File: src/rtl/ir_fetch_sequencer.sv
// ir_fetch_sequencer: control FSM for the PDUA core's instruction fetch path.
// For each instruction it moves PC into MAR, handshakes the memory read and
// loads the IR. It then decodes the opcode and steps a micro-step counter
// through the execute phase. A read that never completes clears the IR to a
// NOP and sets a sticky fault flag.
//
// Ports:
//   clk        in   rising-edge clock
//   rst        in   synchronous active-low reset
//   start      in   leave IDLE / resume from HALT
//   opcode     in   IR[7:3] opcode field
//   mem_ack    in   memory read data valid this cycle
//   stall      in   datapath stall, freezes EXEC
//   pc_to_mar  out  load MAR from PC
//   mem_rd     out  memory read request (level)
//   ir_ena     out  IR load enable
//   ir_sclr    out  IR synchronous clear (always paired with ir_ena)
//   pc_inc     out  increment PC
//   exec_valid out  micro-step upc is active this cycle
//   upc        out  current micro-step index
//   halted     out  sequencer is in HALT
//   fault      out  sticky fetch-timeout flag
module ir_fetch_sequencer #(
    parameter int unsigned             OPCODE_WIDTH = 5,
    parameter logic [OPCODE_WIDTH-1:0] HALT_OPCODE  = '1,
    parameter int unsigned             TIMEOUT      = 15,
    parameter int unsigned             UPC_WIDTH    = 2
) (
    input  logic                    clk,
    input  logic                    rst,
    input  logic                    start,
    input  logic [OPCODE_WIDTH-1:0] opcode,
    input  logic                    mem_ack,
    input  logic                    stall,
    output logic                    pc_to_mar,
    output logic                    mem_rd,
    output logic                    ir_ena,
    output logic                    ir_sclr,
    output logic                    pc_inc,
    output logic                    exec_valid,
    output logic [UPC_WIDTH-1:0]    upc,
    output logic                    halted,
    output logic                    fault
);

    typedef enum logic [2:0] {
        IDLE,
        FETCH_ADDR,
        FETCH_WAIT,
        LOAD_IR,
        FAULT_CLR,
        DECODE,
        EXEC,
        HALT
    } state_t;

    state_t               state, state_next;
    logic [UPC_WIDTH-1:0] upc_q, upc_next;
    logic [UPC_WIDTH-1:0] last_step, last_step_next;
    logic [7:0]           wait_cnt, wait_cnt_next;
    logic                 fault_q, fault_next;

    always_ff @(posedge clk) begin
        if (!rst) begin
            state     <= IDLE;
            upc_q     <= '0;
            last_step <= '0;
            wait_cnt  <= '0;
            fault_q   <= 1'b0;
        end else begin
            state     <= state_next;
            upc_q     <= upc_next;
            last_step <= last_step_next;
            wait_cnt  <= wait_cnt_next;
            fault_q   <= fault_next;
        end
    end

    always_comb begin
        state_next     = state;
        upc_next       = upc_q;
        last_step_next = last_step;
        wait_cnt_next  = wait_cnt;
        fault_next     = fault_q;
        pc_to_mar      = 1'b0;
        mem_rd         = 1'b0;
        ir_ena         = 1'b0;
        ir_sclr        = 1'b0;
        pc_inc         = 1'b0;
        exec_valid     = 1'b0;
        halted         = 1'b0;

        case (state)
            IDLE: begin
                if (start) state_next = FETCH_ADDR;
            end
            FETCH_ADDR: begin
                pc_to_mar     = 1'b1;
                wait_cnt_next = '0;
                state_next    = FETCH_WAIT;
            end
            FETCH_WAIT: begin
                mem_rd = 1'b1;
                // The counter holds the number of ack-less cycles already
                // spent, so the TIMEOUT-th wait cycle sees TIMEOUT-1 here;
                // an ack in that same cycle still takes priority.
                if (mem_ack) begin
                    state_next = LOAD_IR;
                end else if (wait_cnt == 8'(TIMEOUT - 1)) begin
                    state_next = FAULT_CLR;
                end else begin
                    wait_cnt_next = wait_cnt + 8'd1;
                end
            end
            LOAD_IR: begin
                ir_ena     = 1'b1;
                pc_inc     = 1'b1;
                state_next = DECODE;
            end
            FAULT_CLR: begin
                ir_ena     = 1'b1;
                ir_sclr    = 1'b1;
                fault_next = 1'b1;
                state_next = DECODE;
            end
            DECODE: begin
                if (opcode == HALT_OPCODE) begin
                    state_next = HALT;
                end else begin
                    last_step_next = UPC_WIDTH'(opcode[1:0]);
                    upc_next       = '0;
                    state_next     = EXEC;
                end
            end
            EXEC: begin
                exec_valid = ~stall;
                if (!stall) begin
                    if (upc_q == last_step) begin
                        upc_next   = '0;
                        state_next = FETCH_ADDR;
                    end else begin
                        upc_next = upc_q + UPC_WIDTH'(1);
                    end
                end
            end
            HALT: begin
                halted = 1'b1;
                if (start) state_next = FETCH_ADDR;
            end
            default: state_next = IDLE;
        endcase
    end

    assign upc   = upc_q;
    assign fault = fault_q;

endmodule

File: config.mk
export PLATFORM = sky130hd
export DESIGN_NAME = ir_fetch_sequencer
export DESIGN_NICKNAME = d
export VERILOG_FILES = /design/src/rtl/ir_fetch_sequencer.sv
export SDC_FILE = /design/constraint.sdc
export NUM_CORES = 1
export LEC_CHECK = 0
export BUFFER_PORTS_ARGS = -buffer_cell sky130_fd_sc_hd__buf_2
export CAP_MARGIN = 20
export CORE_MARGIN = 2
export CORE_UTILIZATION = 52
export DETAILED_ROUTE_END_ITERATION = 8
export PLACE_DENSITY = 0.76
export SLEW_MARGIN = 20
export SYNTH_ARGS = -nofsm -noshare
export SYNTH_HDL_FRONTEND = slang
export SYNTH_SLANG_ARGS = --single-unit
File: constraint.sdc
create_clock -name clk -period 2.29 [get_ports clk]
set_input_delay 0.1145 -clock clk [delete_from_list [all_inputs] [get_ports clk]]
set_output_delay 0.1145 -clock clk [all_outputs]
set_load 0.05 [all_outputs]
==> impl_summary.log <==
INFO  metric rows = 15
INFO  metric postSynth.asyncResetShare = 0%
INFO  metric cp_data_arrival_time = roughly 1.9 ns
INFO  metric largest_area_contributor_in_the_synthesized_netlist = dfxtp_1
INFO  metric fraction_of_layout_cells_with_a_size_suffix_above_1 = between 20% and 30%
INFO  metric instances_no_fill = approximately 160
INFO  metric power-per-cell-area = around 850 nW/um^2
INFO  metric cts_repair_resize_count = 0
INFO  metric initial_antenna_violation_count = 0
INFO  metric synth_xor_area_share = between 1.5 and 2%
INFO  metric yosys.cell_types.count = 41
INFO  metric power.internal = about 0.5 mW
INFO  metric yosysWarnings = 0
INFO  metric sw_frac_of_total = around 46%
INFO  metric total_power = 0.909 mW
INFO  metric slew_headroom = approximately 67%
INFO  metric finalSetupViolCount = 0
INFO  metric crit_slowest_cell = or3b_1
INFO  metric finalMaxSlewViolations = 0
INFO  metric gpl.final_weighted_congestion = between 0.8 and 0.9
INFO  metric num_antenna_cells = 0
INFO  metric critPathMaxStageDelay = around 0.62 ns
INFO  metric clock-sinks = 16
INFO  metric post_synth_and_or_nand_nor_area_fraction = between 20 and 30%
INFO  metric post_synthesis_sequential_area_ratio = between 30% and 40%
INFO  metric placement.io_buffers = 19
INFO  metric clock.fmax = just over 500 MHz
INFO  metric yosys-top-cells-area = dfxtp_1 (33%), nand3_1 (5.7%), mux2i_1 (5.2%), nand2_1 (5.1%), nor2_1 (3.5%)
INFO  metric timing.final.crit_share = a little under nine tenths
INFO  metric tightestPinTransition = around 0.5 ns
INFO  metric final_common_cell = buf_2
INFO  metric pin_count = 20
INFO  metric placed_cell_area = 1040 um^2
INFO  metric timing.setup.critical_path_class = reg -> out
INFO  metric post_detailed_route_count_of_antenna_violating_nets = 0
INFO  metric synth_top_area_share = around a third
INFO  metric postSynthCellCount = ~120
INFO  metric drc = 0
INFO  metric preCtsSetupSlack = 0.391 ns
INFO  metric synth_ff_type = dfxtp_1
INFO  metric initial_cell_density_of_the_core = 55.7%
INFO  metric routed_wl = between 1500 and 2000 um
INFO  metric place_hpwl = between 1000 and 1500 um
INFO  metric min_period = 1.98 ns
INFO  metric util_after_layout = between 60% and 70%
INFO  metric area_growth = 10.7%
INFO  metric die_width = between 40 and 50 um
INFO  metric max-vdd-ir-drop = around 0.00037 V
INFO  metric vias_per_cell = 5.67
INFO  metric initial_drc_count = 33
INFO  metric outcome = completed
INFO  metric numCtsBuffers = 3
INFO  metric ys_ff_latch = 16
INFO  metric synth_top_family_by_area = simple AND/OR/NAND/NOR gates
INFO  metric routed_wire_length_per_instance = around 13 um
INFO  metric worst_clock_skew = about 0.0087 ns
INFO  metric fp.coreArea = 1730 um^2
INFO  metric mostFrequentLayoutCells = buf_2 (19), dfxtp_1 (16), nand2_1 (13)
INFO  metric grt_remaining_overflow = 0
INFO  metric endpoint_kind = primary output
INFO  metric cellLeakagePower = approximately 0.44 nW
INFO  metric routed-via-count = a little under 900
INFO  metric timing.critical_path.required = ~2.2 ns
INFO  metric die_area = ~2200 um^2
INFO  metric worst_skew_pair.late_latency = ~0.29 ns
INFO  metric share_comb_of_total_power = 43.7%
INFO  metric synth_mux_area_share = approximately 5.2%
INFO  metric synth_edf_count = 0
INFO  metric htree_num_levels = 1
INFO  metric fin_nets = around 150
INFO  metric placed_cells_incl_taps = 154
INFO  metric syn-cell-area = 962 um^2
INFO  metric clkTransAtPathRegs = roughly 0.090 ns
INFO  metric power_frac_seq = between 30% and 40%
INFO  metric crit_path_max_fanout = 14
INFO  metric final_instance_area = between 1000 and 1500 um^2
INFO  metric postCtsSetupBuffers = 0
INFO  metric first_global_vias = just under 700
INFO  metric groute.usage.overall = about a fifth
INFO  metric tritoncts_clock_tree = done
INFO  metric max_cap_viol_count = 0
INFO  metric post_synth_fa_ha_maj_area_fraction = about 2.6%
INFO  metric net-switching-power = about 0.42 mW
INFO  metric pin_count_of_the_biggest_net_entering_global_routing = 16
INFO  metric chipHeight = between 40 and 50 um
INFO  metric cts.root.buffer_cell = clkbuf_4
INFO  metric hold_path_class = in -> reg
INFO  metric detail_route.first_pass.iterations = 4
INFO  metric worstPathCellList = or3b_1, inv_1, buf_2
INFO  metric synth_compound_area_share = approximately a fifth
INFO  metric finalHoldViolCount = 0
INFO  metric finalSetupTns = 0 ns
INFO  metric cts_hold_buffers = 0
INFO  metric power.share.clock = between 15 and 20%
INFO  metric grt_setup_unrepaired = false
INFO  metric largest_buffer_count_on_any_clock_path = 2
INFO  metric postSynthNetCount = 129
INFO  metric grt_first_pass_wirelength = around 3100 um
INFO  metric start_kind = flip-flop
INFO  metric setup_slack = 0.313 ns
INFO  metric hold_ws = around 0.12 ns
INFO  metric synth.avg_cell_area = 8.22 um^2
==> synth_stat cells (all sizes together), types with 2 or more instances <==
cell     n
nor2     9
clkbuf   3
buf      4
inv      6
or2      5
mux2i    5
and3     2
nor3b    2
nand3   11
nand2   13
xnor2    2
a21oi    7
o21ai    4
and2     3
o221a    2
dfxtp   16
ha       2
a31oi    3
==> routing by layer <==
layer	up-vias	part of all wire [%]	track usage (%)
met4	0	0.51	6.67
met2	34	43	25.8
li1	456	-	-
met1	398	51	30.4
met3	2	5.3	3.46
met5	-	0	0
==> power groups by stage <==
stage | Combinational (mW) | Sequential [mW] | Clock, mW
after floorplan | 0.377 | 0.338 | 0
after global placement | 0.395 | 0.361 | 0
after detailed placement | 0.394 | 0.367 | 0
after CTS | 0.396 | 0.360 | 0.153
after global routing | 0.435 | 0.369 | 0.166
final | 0.397 | 0.361 | 0.150
==> state kept, by name, indices dropped and copies added, names as in the netlist <==
signal,count
fault,1
last_step,2
state,3
upc,2
wait_cnt,8
==> cells by family (layout without fill, tap and decap cells) <==
group | count (synthesis) | after routing
AO/OA/AOI/OAI | 26 | 26
XOR/XNOR | 2 | 2
adder cells (fa/ha/maj) | 2 | 2
buffers and inverters | 13 | 28
flip-flops | 16 | 16
multiplexers | 5 | 5
AND/OR/NAND/NOR | 53 | 53
==> final timing paths <==
path	start	endpoint	slack, ns	cells past startpoint
worst max-delay path	state[0]	pc_to_mar	0.31	3
worst min-delay path	opcode[1]	last_step[1]	0.12	2
worst max register to register	state[1]	wait_cnt[2]	0.36	4
worst min register to register	fault	fault	0.47	2
==> critical path, delay by kind of cell, from the launching register on <==
kind                   cells  cell delay, ns
flip-flops                 1            0.51
buffers and inverters      2            0.45
AND/OR/NAND/NOR            1            0.62
==> layout make-up <==
class / instances / area, um^2
timing repair buffer: 19 / 95.1
clock buffer: 3 / 22.5
multi-input combinational: 88 / 573
tap: 25 / 31.3
fill: 163 / 662
sequential: 16 / 320
inverter: 6 / 22.5
(Power assumes the default switching activity.)
